--- src/rtl/rev_pe_pkg.sv ---
// Shared types and constants for the reversible compute PE.
package rev_pe_pkg;

    typedef enum logic [1:0] {
        OP_ADD = 2'd0,
        OP_SUB = 2'd1,
        OP_MUL = 2'd2,
        OP_MAC = 2'd3
    } rev_op_e;

    typedef enum logic [1:0] {
        IDLE  = 2'd0,
        RUN   = 2'd1,
        DRAIN = 2'd2
    } fsm_e;

    localparam int unsigned DRAIN_CYCLES = 2;

endpackage

--- src/rtl/pe_buffer.sv ---
// Simple dual-port buffer: synchronous write, registered read (rdata resets to 0, array is not reset).
module pe_buffer #(
    parameter int unsigned DATA_WIDTH = 16,
    parameter int unsigned DEPTH      = 16,
    localparam int unsigned AW        = $clog2(DEPTH)
) (
    input  logic                  clk,
    input  logic                  rst_n,
    input  logic                  we,
    input  logic [AW-1:0]         waddr,
    input  logic [DATA_WIDTH-1:0] wdata,
    input  logic                  re,
    input  logic [AW-1:0]         raddr,
    output logic [DATA_WIDTH-1:0] rdata
);

    logic [DATA_WIDTH-1:0] mem_r [DEPTH];
    logic [DATA_WIDTH-1:0] rdata_r;

    // storage array write port
    always_ff @(posedge clk) begin
        if (we) begin
            mem_r[waddr] <= wdata;
        end
    end

    // registered read port
    always_ff @(posedge clk or negedge rst_n) begin
        if (!rst_n) begin
            rdata_r <= {DATA_WIDTH{1'b0}};
        end else if (re) begin
            rdata_r <= mem_r[raddr];
        end
    end

    assign rdata = rdata_r;

endmodule

--- src/rtl/rev_pe_lane.sv ---
// One operand pair: forward reversible op and reconstruction of a from the result.
module rev_pe_lane
    import rev_pe_pkg::*;
#(
    parameter int unsigned W  = 8,
    localparam int unsigned RW = 2 * W
) (
    input  logic [1:0]    mode,
    input  logic [W-1:0]  a,
    input  logic [W-1:0]  b,
    input  logic [RW-1:0] acc_prev,
    input  logic          flt_inj,
    output logic [RW-1:0] r,
    output logic [RW-1:0] a_rec
);

    logic [RW-1:0] a_ext_s;
    logic [RW-1:0] b_ext_s;
    logic [RW-1:0] fwd_s;
    logic [RW-1:0] r_s;
    logic [RW-1:0] a_rec_s;

    assign a_ext_s = RW'(a);
    assign b_ext_s = RW'(b);

    // forward op, fault hook, then inverse; b==0 leaves the product non-invertible so a is passed through
    always_comb begin
        fwd_s   = {RW{1'b0}};
        a_rec_s = {RW{1'b0}};
        case (rev_op_e'(mode))
            OP_ADD:  fwd_s = a_ext_s + b_ext_s;
            OP_SUB:  fwd_s = a_ext_s - b_ext_s;
            OP_MUL:  fwd_s = a_ext_s * b_ext_s;
            OP_MAC:  fwd_s = acc_prev + a_ext_s * b_ext_s;
            default: fwd_s = a_ext_s + b_ext_s;
        endcase
        r_s = fwd_s ^ RW'(flt_inj);
        case (rev_op_e'(mode))
            OP_ADD:  a_rec_s = r_s - b_ext_s;
            OP_SUB:  a_rec_s = r_s + b_ext_s;
            OP_MUL:  a_rec_s = (b_ext_s != {RW{1'b0}}) ? (r_s / b_ext_s) : a_ext_s;
            OP_MAC:  a_rec_s = (b_ext_s != {RW{1'b0}}) ? ((r_s - acc_prev) / b_ext_s) : a_ext_s;
            default: a_rec_s = r_s - b_ext_s;
        endcase
    end

    assign r     = r_s;
    assign a_rec = a_rec_s;

endmodule

--- src/rtl/rev_pe_multimode.sv ---
// Reversible compute PE: streams {b,a} pairs through ADD/SUB/MUL/MAC with online inverse checking.
// Optional REV_PE_ERR_LOG_EN adds err_cnt / err_addr mismatch logging.
module rev_pe_multimode
    import rev_pe_pkg::*;
#(
    parameter int unsigned W     = 8,
    parameter int unsigned DEPTH = 16,
    localparam int unsigned RW   = 2 * W,
    localparam int unsigned AW   = $clog2(DEPTH)
) (
    input  logic          clk,
    input  logic          rst_n,
    input  logic [1:0]    cfg_mode,
    input  logic [AW-1:0] cfg_len,
    input  logic          start,
    output logic          busy,
    output logic          done,
    input  logic          in_wen,
    input  logic [AW-1:0] in_waddr,
    input  logic [RW-1:0] in_wdata,
    input  logic          out_ren,
    input  logic [AW-1:0] out_raddr,
    output logic [RW-1:0] out_rdata,
    output logic          out_rvalid,
    input  logic          flt_inj,
    output logic          err,
    input  logic          err_clr
`ifdef REV_PE_ERR_LOG_EN
   ,output logic [AW:0]   err_cnt,
    output logic [AW-1:0] err_addr
`endif
);

    fsm_e          state_r, state_s;
    rev_op_e       mode_r;
    logic [AW-1:0] len_r, cnt_r;
    logic [1:0]    drain_cnt_r;
    logic          busy_r, done_r, rd_en_s, busy_nxt_s, done_nxt_s;
    logic          start_ok_s, last_s, drain_end_s;
    logic [RW-1:0] in_rdata_s, r_s, a_rec_s, acc_r;
    logic          rd_vld_r, wr_vld_r, mis_r, err_r, out_rvalid_r;
    logic [AW-1:0] rd_idx_r, wr_idx_r;
    logic [RW-1:0] wr_data_r;

    assign start_ok_s  = (state_r == IDLE) && start;
    assign last_s      = (cnt_r == (len_r - AW'(1)));
    assign drain_end_s = (drain_cnt_r == 2'(DRAIN_CYCLES - 1));

    // state register
    always_ff @(posedge clk or negedge rst_n) begin
        if (!rst_n) state_r <= IDLE;
        else        state_r <= state_s;
    end

    // next-state logic
    always_comb begin
        state_s = state_r;
        case (state_r)
            IDLE:    if (start) state_s = RUN;   else state_s = IDLE;
            RUN:     if (last_s) state_s = DRAIN; else state_s = RUN;
            DRAIN:   if (drain_end_s) state_s = IDLE; else state_s = DRAIN;
            default: state_s = IDLE;
        endcase
    end

    // FSM outputs: read issue now, busy/done one cycle ahead of their registers
    always_comb begin
        rd_en_s    = 1'b0;
        busy_nxt_s = (state_s != IDLE);
        done_nxt_s = (state_r == DRAIN) && (state_s == IDLE);
        case (state_r)
            RUN:     rd_en_s = 1'b1;
            default: rd_en_s = 1'b0;
        endcase
    end

    // run control: config capture on start, element and drain counters, status outputs
    always_ff @(posedge clk or negedge rst_n) begin
        if (!rst_n) begin
            mode_r      <= OP_ADD;
            len_r       <= {AW{1'b0}};
            cnt_r       <= {AW{1'b0}};
            drain_cnt_r <= 2'd0;
            busy_r      <= 1'b0;
            done_r      <= 1'b0;
        end else begin
            busy_r <= busy_nxt_s;
            done_r <= done_nxt_s;
            if (start_ok_s) begin
                mode_r <= rev_op_e'(cfg_mode);
                len_r  <= cfg_len;
                cnt_r  <= {AW{1'b0}};
            end else if (state_r == RUN) begin
                cnt_r <= cnt_r + AW'(1);
            end else begin
                cnt_r <= cnt_r;
            end
            drain_cnt_r <= (state_r == DRAIN) ? (drain_cnt_r + 2'd1) : 2'd0;
        end
    end

    pe_buffer #(.DATA_WIDTH(RW), .DEPTH(DEPTH)) u_in_buf (
        .clk   (clk),
        .rst_n (rst_n),
        .we    (in_wen && !busy_r),
        .waddr (in_waddr),
        .wdata (in_wdata),
        .re    (rd_en_s),
        .raddr (cnt_r),
        .rdata (in_rdata_s)
    );

    rev_pe_lane #(.W(W)) u_lane (
        .mode     (mode_r),
        .a        (in_rdata_s[W-1:0]),
        .b        (in_rdata_s[RW-1:W]),
        .acc_prev (acc_r),
        .flt_inj  (flt_inj),
        .r        (r_s),
        .a_rec    (a_rec_s)
    );

    // pipeline: operand-valid stage, then result/check stage feeding the output buffer
    always_ff @(posedge clk or negedge rst_n) begin
        if (!rst_n) begin
            rd_vld_r  <= 1'b0;
            rd_idx_r  <= {AW{1'b0}};
            wr_vld_r  <= 1'b0;
            wr_idx_r  <= {AW{1'b0}};
            wr_data_r <= {RW{1'b0}};
            mis_r     <= 1'b0;
            acc_r     <= {RW{1'b0}};
            err_r     <= 1'b0;
        end else begin
            rd_vld_r  <= rd_en_s;
            rd_idx_r  <= cnt_r;
            wr_vld_r  <= rd_vld_r;
            wr_idx_r  <= rd_idx_r;
            wr_data_r <= r_s;
            mis_r     <= rd_vld_r && (a_rec_s != RW'(in_rdata_s[W-1:0]));
            if (start_ok_s)                           acc_r <= {RW{1'b0}};
            else if (rd_vld_r && (mode_r == OP_MAC))  acc_r <= r_s;
            else                                      acc_r <= acc_r;
            // a mismatch arriving with err_clr still wins
            err_r <= (err_clr ? 1'b0 : err_r) | mis_r;
        end
    end

    pe_buffer #(.DATA_WIDTH(RW), .DEPTH(DEPTH)) u_out_buf (
        .clk   (clk),
        .rst_n (rst_n),
        .we    (wr_vld_r),
        .waddr (wr_idx_r),
        .wdata (wr_data_r),
        .re    (out_ren && !busy_r),
        .raddr (out_raddr),
        .rdata (out_rdata)
    );

    // host read-valid flag
    always_ff @(posedge clk or negedge rst_n) begin
        if (!rst_n) out_rvalid_r <= 1'b0;
        else        out_rvalid_r <= out_ren && !busy_r;
    end

`ifdef REV_PE_ERR_LOG_EN
    logic [AW:0]   err_cnt_r;
    logic [AW-1:0] err_addr_r;

    // saturating per-run mismatch count and first-mismatch index
    always_ff @(posedge clk or negedge rst_n) begin
        if (!rst_n) begin
            err_cnt_r  <= {(AW+1){1'b0}};
            err_addr_r <= {AW{1'b0}};
        end else begin
            if (start_ok_s || err_clr)                   err_cnt_r <= mis_r ? (AW+1)'(1) : {(AW+1){1'b0}};
            else if (mis_r && (err_cnt_r != {(AW+1){1'b1}})) err_cnt_r <= err_cnt_r + (AW+1)'(1);
            else                                         err_cnt_r <= err_cnt_r;
            if (mis_r && (!err_r || err_clr)) err_addr_r <= wr_idx_r;
            else if (err_clr)                 err_addr_r <= {AW{1'b0}};
            else                              err_addr_r <= err_addr_r;
        end
    end

    assign err_cnt  = err_cnt_r;
    assign err_addr = err_addr_r;
`endif

    assign busy       = busy_r;
    assign done       = done_r;
    assign err        = err_r;
    assign out_rvalid = out_rvalid_r;

endmodule
--- config.mk ---
export PLATFORM = sky130hd
export DESIGN_NAME = rev_pe_multimode
export DESIGN_NICKNAME = d
export VERILOG_FILES = /design/src/rtl/rev_pe_pkg.sv /design/src/rtl/pe_buffer.sv /design/src/rtl/rev_pe_lane.sv /design/src/rtl/rev_pe_multimode.sv
export SDC_FILE = /design/constraint.sdc
export NUM_CORES = 1
export LEC_CHECK = 0
export CORE_UTILIZATION = 35
export CTS_BUF_LIST = sky130_fd_sc_hd__clkbuf_4
export DETAILED_ROUTE_END_ITERATION = 8
export GPL_ROUTABILITY_DRIVEN = 0
export PLACE_DENSITY = 0.47
export SETUP_SLACK_MARGIN = 0.2
export SLEW_MARGIN = 20
export SYNTH_ARGS = -nofsm -noshare
export SYNTH_HDL_FRONTEND = slang
export SYNTH_SLANG_ARGS = --single-unit
export TNS_END_PERCENT = 20
--- constraint.sdc ---
create_clock -name clk -period 46.3 [get_ports clk]
set_input_delay 13.89 -clock clk [delete_from_list [all_inputs] [get_ports clk]]
set_output_delay 13.89 -clock clk [all_outputs]
set_load 0.02 [all_outputs]
==> reports/summary.txt, run 1 <==
LOGIC SYNTHESIS
----------------------------------------------------------------------------
Sequential share of the synthesized area                               44.7%
Post-synthesis instance area                                      0.0396 mm²
Number of unique standard cell types used by synthesis                   115
Async set-reset flop share out of synthesis                            15.4%
Post-synth top flop                                             sky130_fd_sc_hd__edfxtp_1
Number of warning messages in the yosys log                                0
Post-Syn Instances                                                     3,356
Synthesized flop and latch total                                         605
Number of enable flip-flop cells after synthesis                         512
Net Count, Synth                                                       3,742
Avg Inst Size Synth                                                 11.8 µm²

DRT
----------------------------------------------------------------------------
Starting DRC count in detailed routing                                 1,822
Wire length per cell                                                 22.6 µm
Total via count in the routed design                                  28,700
Total iterations of the first detailed-routing run                         6
Routed wire length                                                120,000 µm
Post-route ant nets                                                        0
Number of remaining DRC errors                                             0
Post-DR vias/cell                                                       5.42

SETUP PATH
----------------------------------------------------------------------------
Launch point of the critical path                                    flt_inj
Critical Path Slowest Stage Cell                                sky130_fd_sc_hd__or4_1
Critical Path Most Common Cell                                  sky130_fd_sc_hd__o21a_1
Register-to-register setup slack                                     3.87 ns
Capture point of the worst reg-to-reg path                             mis_r
Startpoint of the worst register-to-register path               u_in_buf.rdata[14]
Worst setup EP type                                                flip-flop
Endpoint required time on the critical path                         47.25 ns
Critical path launch point type                                 primary input
Highest cell delay on the worst timing path                          0.56 ns
Data arrival time at the worst-slack endpoint                       44.89 ns
Number of cells on the worst reg-to-reg path                             173
Critical path start-end classification                             in -> reg
Peak fanout along the critical path                                       10

STA
----------------------------------------------------------------------------
Final Hold Vio Count                                                       0
Part of the cycle the worst path needs                                 94.9%
Slew at the pin with the worst max-slew slack                        1.10 ns
Post-Route Skew                                                    0.0866 ns
Worst slew margin                                                      27.0%
Worst path setup slack after routing                                 2.36 ns
Final setup violation count                                                0
Top achievable clock speed                                          22.8 MHz
Max-slew violation count                                                   0
Tmin final                                                          43.94 ns

GLOBAL ROUTE
----------------------------------------------------------------------------
Initial antenna violation count                                            7
Overall routing resource usage                                         20.8%
Wire length of the first global-routing pass                      182,000 µm
Largest net degree at the start of global routing                         67
Final global-route overflow total                                          0
Via count of the first global-routing pass                            29,300

MIN PATH
----------------------------------------------------------------------------
Worst min path class                                              reg -> reg
Min-Delay Path Depth                                                       0
Hold Path Origin                                                 rd_idx_r[3]
Endpoint of the worst hold path                                  wr_idx_r[3]

PLACE
----------------------------------------------------------------------------
Number of input and output port buffers inserted                          56
Post-placement worst setup slack                                   -0.887 ns
DP Wirelength                                                      84,000 µm

CELLS AND AREA
----------------------------------------------------------------------------
Fraction of final layout cells sized beyond drive strength 1           22.5%
Core utilization of the finished layout                                40.4%
Most common library cell in the layout ignoring fill and taps   sky130_fd_sc_hd__edfxtp_1
Fill cell instance count of the final layout                          11,000
Top library cells by usage in the layout, fill and taps aside   512 x sky130_fd_sc_hd__edfxtp_1, 307 x sky130_fd_sc_hd__ha_1, 236 x sky130_fd_sc_hd__clkbuf_4
Area delta synth->final                                                14.7%
Final-stage net count                                                  4,047

CLOCKING
----------------------------------------------------------------------------
CTS tree                                                                 yes
Max Root-Sink Buffers                                                      3
Worst-Skew Late Latency                                              1.03 ns
Clock Pin Slew Worst Setup and Hold Paths                            0.06 ns
Number of buffers created by CTS                                         158
Root buf cell                                                   sky130_fd_sc_hd__clkbuf_4
Clk sinks                                                                605
Total number of H-tree levels                                              4

FLOORPLANNING
----------------------------------------------------------------------------
Core outline area                                                  0.112 mm²
Std-Cell Rows                                                            123
Die ar.                                                            0.114 mm²
Die Height                                                            338 µm
Starting density of the core                                           35.2%
Ports placed on the boundary                                              57
Die width                                                             338 µm

JOB
----------------------------------------------------------------------------
Max Cap Viol                                                               0

RUN STATUS
----------------------------------------------------------------------------
Outcome                                                         finished clean

## metal layers
layer | global-route usage, % | part of all wire, %
met4 | 5.38 | 1.9
met2 | 32.8 | 45
met1 | 30.2 | 49
met3 | 2.71 | 4.1
met5 | 0 | 0.023
## flip-flops by register name, summed over array words and instances, names as in the netlist, 16 cells and up
name / count
acc_r: 16
u_in_buf.mem_r: 256
u_out_buf.rdata: 16
u_in_buf.rdata: 16
wr_data_r: 16
u_out_buf.mem_r: 256
## per-stage QoR
step | hold slack, ns | TNS (ns) | area, µm² | instances
floorplan | 0.331 | 0 | 39600 | 3356
global placement | 0.333 | -0.185 | 43000 | 4985
detailed placement | 0.337 | -0.887 | 43000 | 4985
CTS | 0.333 | 0 | 45000 | 5265
global route | 0.347 | -0.00240 | 45400 | 5288
finish | 0.340 | 0 | 45400 | 5288
## critical path: cells and delay by family
kind                       cells  cell delay [ns]
muxes                          7             2.36
AOI/OAI and AO/OA             74            12.99
adders and majority gates     17             4.75
xor gates and xnor gates       2             0.29
buffers and inverters         10             1.70
and+or+nand+nor               45             8.84
## worst max path at each step
| stage | to | slack, ns | cells after the start |
|---|---|---|---|
| 3_3_place_gp | mis_r | -0.19 | 164 |
| 2_1_floorplan | mis_r | 0.25 | 161 |
| 6_report | mis_r | 2.36 | 155 |
| 4_1_cts | mis_r | 0.26 | 161 |
| 3_5_place_dp | mis_r | -0.89 | 161 |
| 5_1_grt | mis_r | -0.002 | 161 |
## logic make-up (layout without fill, tap and decap cells)
group,Yosys count,count (layout),synth area share [%]
AO/OA/AOI/OAI,824,824,14.2
XOR/XNOR,138,138,3.10
adder cells (fa/ha/maj),349,349,11.8
buffers and inverters,254,679,2.64
flip-flops,605,605,44.7
multiplexers,264,264,12.1
other,0,7,0
AND/OR/NAND/NOR,922,922,11.5
## area by class of cell
class | count | area (µm²) | share of cell area [%]
Clock buffer | 236 | 1770 | 3.90
Tap cell | 1500 | 1880 | 4.13
Antenna cell | 7 | 17.5 | 0.0386
Timing Repair Buffer | 248 | 2000 | 4.40
Inverter | 151 | 567 | 1.25
Clock inverter | 44 | 274 | 0.603
Sequential cell | 605 | 17700 | 39.0
Multi-Input combinational cell | 2497 | 21200 | 46.7
## cell usage after synthesis, types with 37 or more instances
library cell / number / area (µm²)
sky130_fd_sc_hd__clkbuf_1: 65 / 244
sky130_fd_sc_hd__inv_1: 148 / 556
sky130_fd_sc_hd__nor3_1: 108 / 541
sky130_fd_sc_hd__nand3_1: 43 / 215
sky130_fd_sc_hd__ha_1: 308 / 3850
sky130_fd_sc_hd__nand2_1: 229 / 860
sky130_fd_sc_hd__a21o_1: 58 / 435
sky130_fd_sc_hd__nand2b_1: 39 / 244
sky130_fd_sc_hd__o21ai_0: 155 / 776
sky130_fd_sc_hd__xnor2_1: 83 / 727
sky130_fd_sc_hd__and2_1: 56 / 350
sky130_fd_sc_hd__a21oi_1: 184 / 921
sky130_fd_sc_hd__o21a_1: 113 / 848
sky130_fd_sc_hd__mux2_2: 63 / 709
sky130_fd_sc_hd__nor2_1: 249 / 935
sky130_fd_sc_hd__dfrtp_1: 93 / 2330
sky130_fd_sc_hd__nor2b_1: 37 / 231
sky130_fd_sc_hd__edfxtp_1: 512 / 15400
sky130_fd_sc_hd__xor2_1: 54 / 473
sky130_fd_sc_hd__fa_1: 41 / 821
sky130_fd_sc_hd__mux4_2: 162 / 3650
## what timing repair did
item / CTS / global route
buffers inserted: 0 / 15
pin swaps: 0 / 21
gates cloned: 0 / 1
endpoints found under the hold margin: 0 / 0
resized for setup: 1 / 69
setup endpoints to repair: 1 / 1
hold buffers: 0 / 0
Power of run 1 is left out: the tool's default activity adds up to more than one toggle a clock period on the data nets, which glitch-free logic cannot reach.
==> run 2: changes to the inputs <==
--- a/config.mk
+++ b/config.mk
@@ -6,7 +6,6 @@
 export NUM_CORES = 1
 export LEC_CHECK = 0
 export CORE_UTILIZATION = 35
-export CTS_BUF_LIST = sky130_fd_sc_hd__clkbuf_4
 export DETAILED_ROUTE_END_ITERATION = 8
 export GPL_ROUTABILITY_DRIVEN = 0
 export PLACE_DENSITY = 0.47
==> constraint.sdc (replaced) <==
create_clock -name clk -period 41.9 [get_ports clk]
set_input_delay 12.57 -clock clk [delete_from_list [all_inputs] [get_ports clk]]
set_output_delay 12.57 -clock clk [all_outputs]
set_load 0.02 [all_outputs]
==> run 2 against run 1 <==
  * Clock skew is 0.066 ns lower
  * Final cell count is 1.2% higher
  * Highest routed layer unchanged
  * Global-route usage hardly changed
==> reports/summary.txt, run 2 (synthesis gave the netlist of run 1 again) <==
RUN STATUS
----------------------------------------------------------------------------
Outcome                                                         finished clean

SETUP PATH
----------------------------------------------------------------------------
CP bufs+invs                                                              11   +1
Peak fanout along the critical path                                        7   -3
Endpoint required time on the critical path                         42.45 ns   -4.80 ns
Data arrival time at the worst-slack endpoint                       41.78 ns   -3.11 ns
Register-to-register setup slack                                     2.54 ns   -1.33 ns
Startpoint of the worst register-to-register path               u_in_buf.rdata[3]
Cell class contributing the biggest share of worst-path delay   compound AO/OA/AOI/OAI gates
Highest cell delay on the worst timing path                          0.54 ns   -0.02 ns
Critical path launch point type                                 primary input
Worst setup EP type                                                flip-flop
Critical Path Most Common Cell                                  sky130_fd_sc_hd__o21a_1
Critical Path Slowest Stage Cell                                sky130_fd_sc_hd__or4_1
Critical path start-end classification                             in -> reg
Launch point of the critical path                                    flt_inj

STA
----------------------------------------------------------------------------
Part of the cycle the worst path needs                                 98.4%
Final Hold Vio Count                                                       0   unchanged
Post-Route Skew                                                    0.0205 ns   -0.0661 ns
RSZ-0062 raised after global routing                                    true
Worst slew margin                                                      29.9%   +3.0 points
Slew at the pin with the worst max-slew slack                        1.05 ns   -0.0448 ns
Top achievable clock speed                                          24.3 MHz
Tmin final                                                          41.23 ns
Final setup violation count                                                0   unchanged
Max-slew violation count                                                   0   unchanged

DRT
----------------------------------------------------------------------------
Routed wire length                                                121,000 µm   +1.4%
Post-route ant nets                                                        0   unchanged
Total iterations of the first detailed-routing run                         5   -1
Total via count in the routed design                                  28,800   +0.58%
Wire length per cell                                                 22.7 µm   +0.20%
Starting DRC count in detailed routing                                 1,958   +7.5%
Post-DR vias/cell                                                       5.39   -0.56%
Number of remaining DRC errors                                             0   unchanged

FLOORPLANNING
----------------------------------------------------------------------------
Ports placed on the boundary                                              57   unchanged
Die width                                                             338 µm   unchanged
Starting density of the core                                           35.2%   unchanged
Die ar.                                                            0.114 mm²   unchanged
Core outline area                                                  0.112 mm²   unchanged
Std-Cell Rows                                                            123   unchanged
Die Height                                                            338 µm   unchanged

CLOCKING
----------------------------------------------------------------------------
Total number of H-tree levels                                              2   -2
Root buf cell                                                   sky130_fd_sc_hd__clkbuf_16
Worst-Skew Late Latency                                              0.64 ns   -0.39 ns
CTS tree                                                                 yes
Clk sinks                                                                605   unchanged
Total of hold buffers inserted after clock tree synthesis                  0   unchanged
Number of buffers created by CTS                                          59   -63%
Clock Pin Slew Worst Setup and Hold Paths                            0.07 ns   about the same
Max Root-Sink Buffers                                                      3   unchanged

GLOBAL ROUTE
----------------------------------------------------------------------------
Final global-route overflow total                                          0   unchanged
Via count of the first global-routing pass                            28,800   -1.7%
Wire length of the first global-routing pass                      182,000 µm   -0.28%
Largest net degree at the start of global routing                         65   -3.0%
Initial antenna violation count                                            4   -3
Overall routing resource usage                                         20.9%   +0.035 points

CELLS AND AREA
----------------------------------------------------------------------------
Final-stage net count                                                  4,185   +3.4%
Fraction of final layout cells sized beyond drive strength 1           26.2%   +3.7 points
Area delta synth->final                                                20.7%
Biggest regs                                                    u_in_buf.mem_r: 256 flops, u_out_buf.mem_r: 256 flops
Fill cell instance count of the final layout                          10,700   -3.0%
Top library cells by usage in the layout, fill and taps aside   512 x sky130_fd_sc_hd__edfxtp_1, 421 x sky130_fd_sc_hd__buf_4, 289 x sky130_fd_sc_hd__ha_1
Core utilization of the finished layout                                42.5%   +2.1 points
Most common library cell in the layout ignoring fill and taps   sky130_fd_sc_hd__edfxtp_1

JOB
----------------------------------------------------------------------------
Max Cap Viol                                                               0   unchanged

MIN PATH
----------------------------------------------------------------------------
Worst min path class                                              reg -> reg
Hold Path Origin                                                 rd_idx_r[0]

PLACE
----------------------------------------------------------------------------
DP Wirelength                                                      85,900 µm   +2.3%
Number of input and output port buffers inserted                          56   unchanged

==> run 2: changes by cell type in the layout (fill, tap and decap cells not counted), sizes merged <==
| cell | previous run | this run |
|---|---|---|
| buf | 194 | 432 |
| clkbuf | 236 | 79 |
| clkinv | 34 | 16 |
| bufinv | 1 | 7 |
| inv | 156 | 150 |
| clkinvlp | 4 | 9 |
| diode | 7 | 2 |
| clkdlybuf4s15 | 1 | 0 |
| dlymetal6s2s | 1 | 0 |
==> run 2: routing by layer <==
layer / GRT usage, % / up-vias / wire, µm
li1: - / 13800 / -
met3: 2.38 / 134 / 4540
met5: 0 / - / 19
met4: 4.54 / 2 / 2510
met2: 33.3 / 538 / 55200
met1: 30.5 / 14300 / 59000
==> run 2: cell type report <==
| class | instances | area [µm²] | share of cell area [%] |
|---|---|---|---|
| Antenna cell | 2 | 5.00 | 0.0105 |
| Clock buffer | 78 | 1660 | 3.48 |
| Multi-Input combinational cell | 2497 | 21800 | 45.6 |
| Tap cell | 1500 | 1880 | 3.93 |
| Inverter | 151 | 574 | 1.20 |
| Timing Repair Buffer | 485 | 3820 | 8.00 |
| Sequential cell | 605 | 17700 | 37.1 |
| Clock inverter | 31 | 370 | 0.775 |
==> run 2: path summary, 6_finish.rpt <==
check / to / cells past startpoint
min: wr_idx_r[0] / 0
max reg2reg: mis_r / 172
max: mis_r / 159
max in group asynchronous: u_in_buf.rdata[1] / 2
min reg2reg: wr_idx_r[0] / 0
min in group asynchronous: u_out_buf.rdata[9] / 1
==> run 2: per-stage QoR <==
stage / cells / TNS [ns] / hold slack [ns] / setup slack [ns] / cell area (µm²)
floorplan: 3356 / 0 / 0.331 / 0.0563 / 40000
CTS: 5307 / 0 / 0.351 / 0.218 / 47100
detailed placement: 5196 / -0.946 / 0.337 / -0.946 / 45000
finish: 5349 / 0 / 0.351 / 0.668 / 47800
global placement: 5196 / -0.246 / 0.333 / -0.246 / 45000
global route: 5347 / -0.983 / 0.357 / -0.983 / 47800
==> run 2: timing repair <==
action,CTS,global route
pin swaps,4,88
cloned,0,0
setup endpoints to repair,1,1
resized for setup,19,97
setup buffers,2,40
Power of run 2 is left out for the same reason.
==> run 3: changes to the inputs <==
--- a/config.mk
+++ b/config.mk
@@ -5,10 +5,11 @@
 export SDC_FILE = /design/constraint.sdc
 export NUM_CORES = 1
 export LEC_CHECK = 0
-export CORE_UTILIZATION = 35
+export CORE_MARGIN = 3
+export CORE_UTILIZATION = 55
 export DETAILED_ROUTE_END_ITERATION = 8
 export GPL_ROUTABILITY_DRIVEN = 0
-export PLACE_DENSITY = 0.47
+export PLACE_DENSITY = 0.68
 export SETUP_SLACK_MARGIN = 0.2
 export SLEW_MARGIN = 20
 export SYNTH_ARGS = -nofsm -noshare
==> run 3 against run 2 <==
  * Die area fell by 34%
  * Via count rose by 5.6%
  * First-iteration DRC count rose by 53%
  * Global-route usage rose by 9.1 points
  * Critical path depth rose by 6
  * Non-clock buffer count fell by 66
  * Clock-buffer cell count fell by 1
  * Critical endpoint unchanged
  * Largest cell class unchanged
  * Sequential cell count did not move
  * Cell area fell by 2.2%
  * Critical path type unchanged
  * Register-to-register slack got worse by 1.4 ns
  * Wire length fell by 6.0%
  * Utilization rose by 24 points
==> reports/summary.txt, run 3 (synthesis gave the netlist of run 1 again) <==
RUN STATUS
----------------------------------------------------------------------------
Outcome                                                         finished clean

GLOBAL ROUTE
----------------------------------------------------------------------------
Initial antenna violation count                                            2   -2
Final global-route overflow total                                          0   unchanged
Largest net degree at the start of global routing                         65   unchanged
Overall routing resource usage                                         30.0%   +9.1 points
Via count of the first global-routing pass                            30,900   +7.6%
Wire length of the first global-routing pass                      175,000 µm   -3.8%

DRT
----------------------------------------------------------------------------
Post-route ant nets                                                        0   unchanged
Starting DRC count in detailed routing                                 2,989   +53%
Wire length per cell                                                 24.2 µm   +6.6%
Post-DR vias/cell                                                       6.46   +20%
Total iterations of the first detailed-routing run                         6   +1
Number of remaining DRC errors                                             0   unchanged
Total via count in the routed design                                  30,400   +5.6%
Routed wire length                                                114,000 µm   -6.0%

CELLS AND AREA
----------------------------------------------------------------------------
Fraction of final layout cells sized beyond drive strength 1           25.1%   -1.1 points
Fill cell instance count of the final layout                           5,192   -51%
Final-stage net count                                                  4,115   -1.7%
Most common library cell in the layout ignoring fill and taps   sky130_fd_sc_hd__edfxtp_1
Biggest regs                                                    u_in_buf.mem_r: 256 flops, u_out_buf.mem_r: 256 flops
Final instance count without filler cells                              4,716   -12%
Area delta synth->final                                                18.1%
Core utilization of the finished layout                                66.2%   +24 points
Top library cells by usage in the layout, fill and taps aside   512 x sky130_fd_sc_hd__edfxtp_1, 352 x sky130_fd_sc_hd__buf_4, 286 x sky130_fd_sc_hd__ha_1

FLOORPLANNING
----------------------------------------------------------------------------
Std-Cell Rows                                                             97   -21%
Die Height                                                            274 µm   -19%
Die ar.                                                           0.0752 mm²   -34%
Die width                                                             274 µm   -19%
Ports placed on the boundary                                              57   unchanged
Starting density of the core                                           56.1%   +21 points
Core outline area                                                 0.0706 mm²   -37%

SETUP PATH
----------------------------------------------------------------------------
Critical path launch point type                                 primary input
Worst setup EP type                                                flip-flop
Highest cell delay on the worst timing path                          0.56 ns   +0.02 ns
Endpoint required time on the critical path                         42.35 ns   -0.10 ns
CP bufs+invs                                                               9   -2
Number of cells on the worst reg-to-reg path                             172   unchanged
Peak fanout along the critical path                                        8   +1
Launch point of the critical path                                    flt_inj
Critical Path Slowest Stage Cell                                sky130_fd_sc_hd__or4_4
Critical Path Most Common Cell                                  sky130_fd_sc_hd__o21a_1
Critical path depth                                                      165   +3.8%
Startpoint of the worst register-to-register path               u_in_buf.rdata[12]
Critical path start-end classification                             in -> reg
Data arrival time at the worst-slack endpoint                       42.30 ns   +0.52 ns
Cell class contributing the biggest share of worst-path delay   compound AO/OA/AOI/OAI gates

STA
----------------------------------------------------------------------------
WHS                                                                 0.355 ns   +0.00420 ns
Slew at the pin with the worst max-slew slack                        1.06 ns   +0.00802 ns
Final setup violation count                                                0   unchanged
Post-route setup TNS                                                    0 ns   unchanged
Worst slew margin                                                      28.9%   -1.1 points
Tmin final                                                          41.86 ns   +0.625 ns
Max-slew violation count                                                   0   unchanged
Post-Route Skew                                                    0.0197 ns   -0.000811 ns
Part of the cycle the worst path needs                                 99.9%   +1.5 points
RSZ-0062 raised after global routing                                    true
Top achievable clock speed                                          23.9 MHz   -1.5%
Final Hold Vio Count                                                       0   unchanged

CLOCKING
----------------------------------------------------------------------------
Worst-Skew Late Latency                                              0.61 ns   -0.03 ns
Number of buffers created by CTS                                          55   -6.8%
Total number of H-tree levels                                              2   unchanged
Clock Pin Slew Worst Setup and Hold Paths                            0.07 ns   about the same
Max Root-Sink Buffers                                                      3   unchanged
Root buf cell                                                   sky130_fd_sc_hd__clkbuf_16
Total of hold buffers inserted after clock tree synthesis                  0   unchanged
CTS tree                                                                 yes
Clk sinks                                                                605   unchanged

MIN PATH
----------------------------------------------------------------------------
Min-Delay Path Depth                                                       0   unchanged
Worst min path class                                              reg -> reg
Hold Path Origin                                                 rd_idx_r[3]

PLACE
----------------------------------------------------------------------------
DP Wirelength                                                      78,500 µm   -8.5%
Number of input and output port buffers inserted                          56   unchanged
Count of placed standard cells including taps                          4,558   -12%

JOB
----------------------------------------------------------------------------
Max Cap Viol                                                               0   unchanged

==> run 3: cell types whose count changed in the layout (fill, tap and decap cells not counted), sizes merged <==
cell      change
clkinv        -1
clkbuf        -2
buf          -65
diode         -1
clkinvlp      -4
==> run 3: cell type report <==
cell class | count | area (µm²) | share of cell area [%]
multi-input combinational | 2497 | 22000 | 47.1
sequential | 605 | 17700 | 37.9
timing repair buffer | 419 | 3330 | 7.11
clock buffer | 77 | 1630 | 3.48
tap | 940 | 1180 | 2.52
inverter | 151 | 571 | 1.22
clock inverter | 26 | 322 | 0.688
antenna | 1 | 2.50 | 0.00535
==> run 3: final timing paths <==
path	end	slack, ns
worst max-delay path	mis_r	0.04
worst min-delay path	wr_idx_r[3]	0.35
worst max register to register	mis_r	1.10
worst min register to register	wr_idx_r[3]	0.35
max in group asynchronous	cnt_r[0]	28.64
min in group asynchronous	u_out_buf.rdata[2]	12.02
==> run 3: metal layers <==
| metal | wire length, µm | part of all wire, % | up-vias | GRT usage, % |
|---|---|---|---|---|
| met1 | 46200 | 40 | 15000 | 40.4 |
| met5 | 0 | 0 | - | 0 |
| met3 | 8660 | 7.6 | 315 | 3.95 |
| met4 | 4660 | 4.1 | 0 | 11.3 |
| met2 | 54600 | 48 | 1458 | 49.9 |
| li1 | - | - | 13600 | - |
==> run 3: what timing repair did <==
| item | CTS | global route |
|---|---|---|
| gates resized for setup | 21 | 148 |
| pin swaps | 8 | 122 |
| gates cloned | 0 | 1 |
| setup buffers | 6 | 47 |
| endpoints found under the setup margin | 1 | 1 |
==> run 3: through the flow <==
stage	setup WS, ns	area, µm²
2_1_floorplan	0.0563	40000
3_3_place_gp	-0.243	43600
3_5_place_dp	-1.43	43600
4_1_cts	-0.0830	45700
5_1_grt	-1.40	46700
6_report	0.0436	46700
Power of run 3 is left out for the same reason.
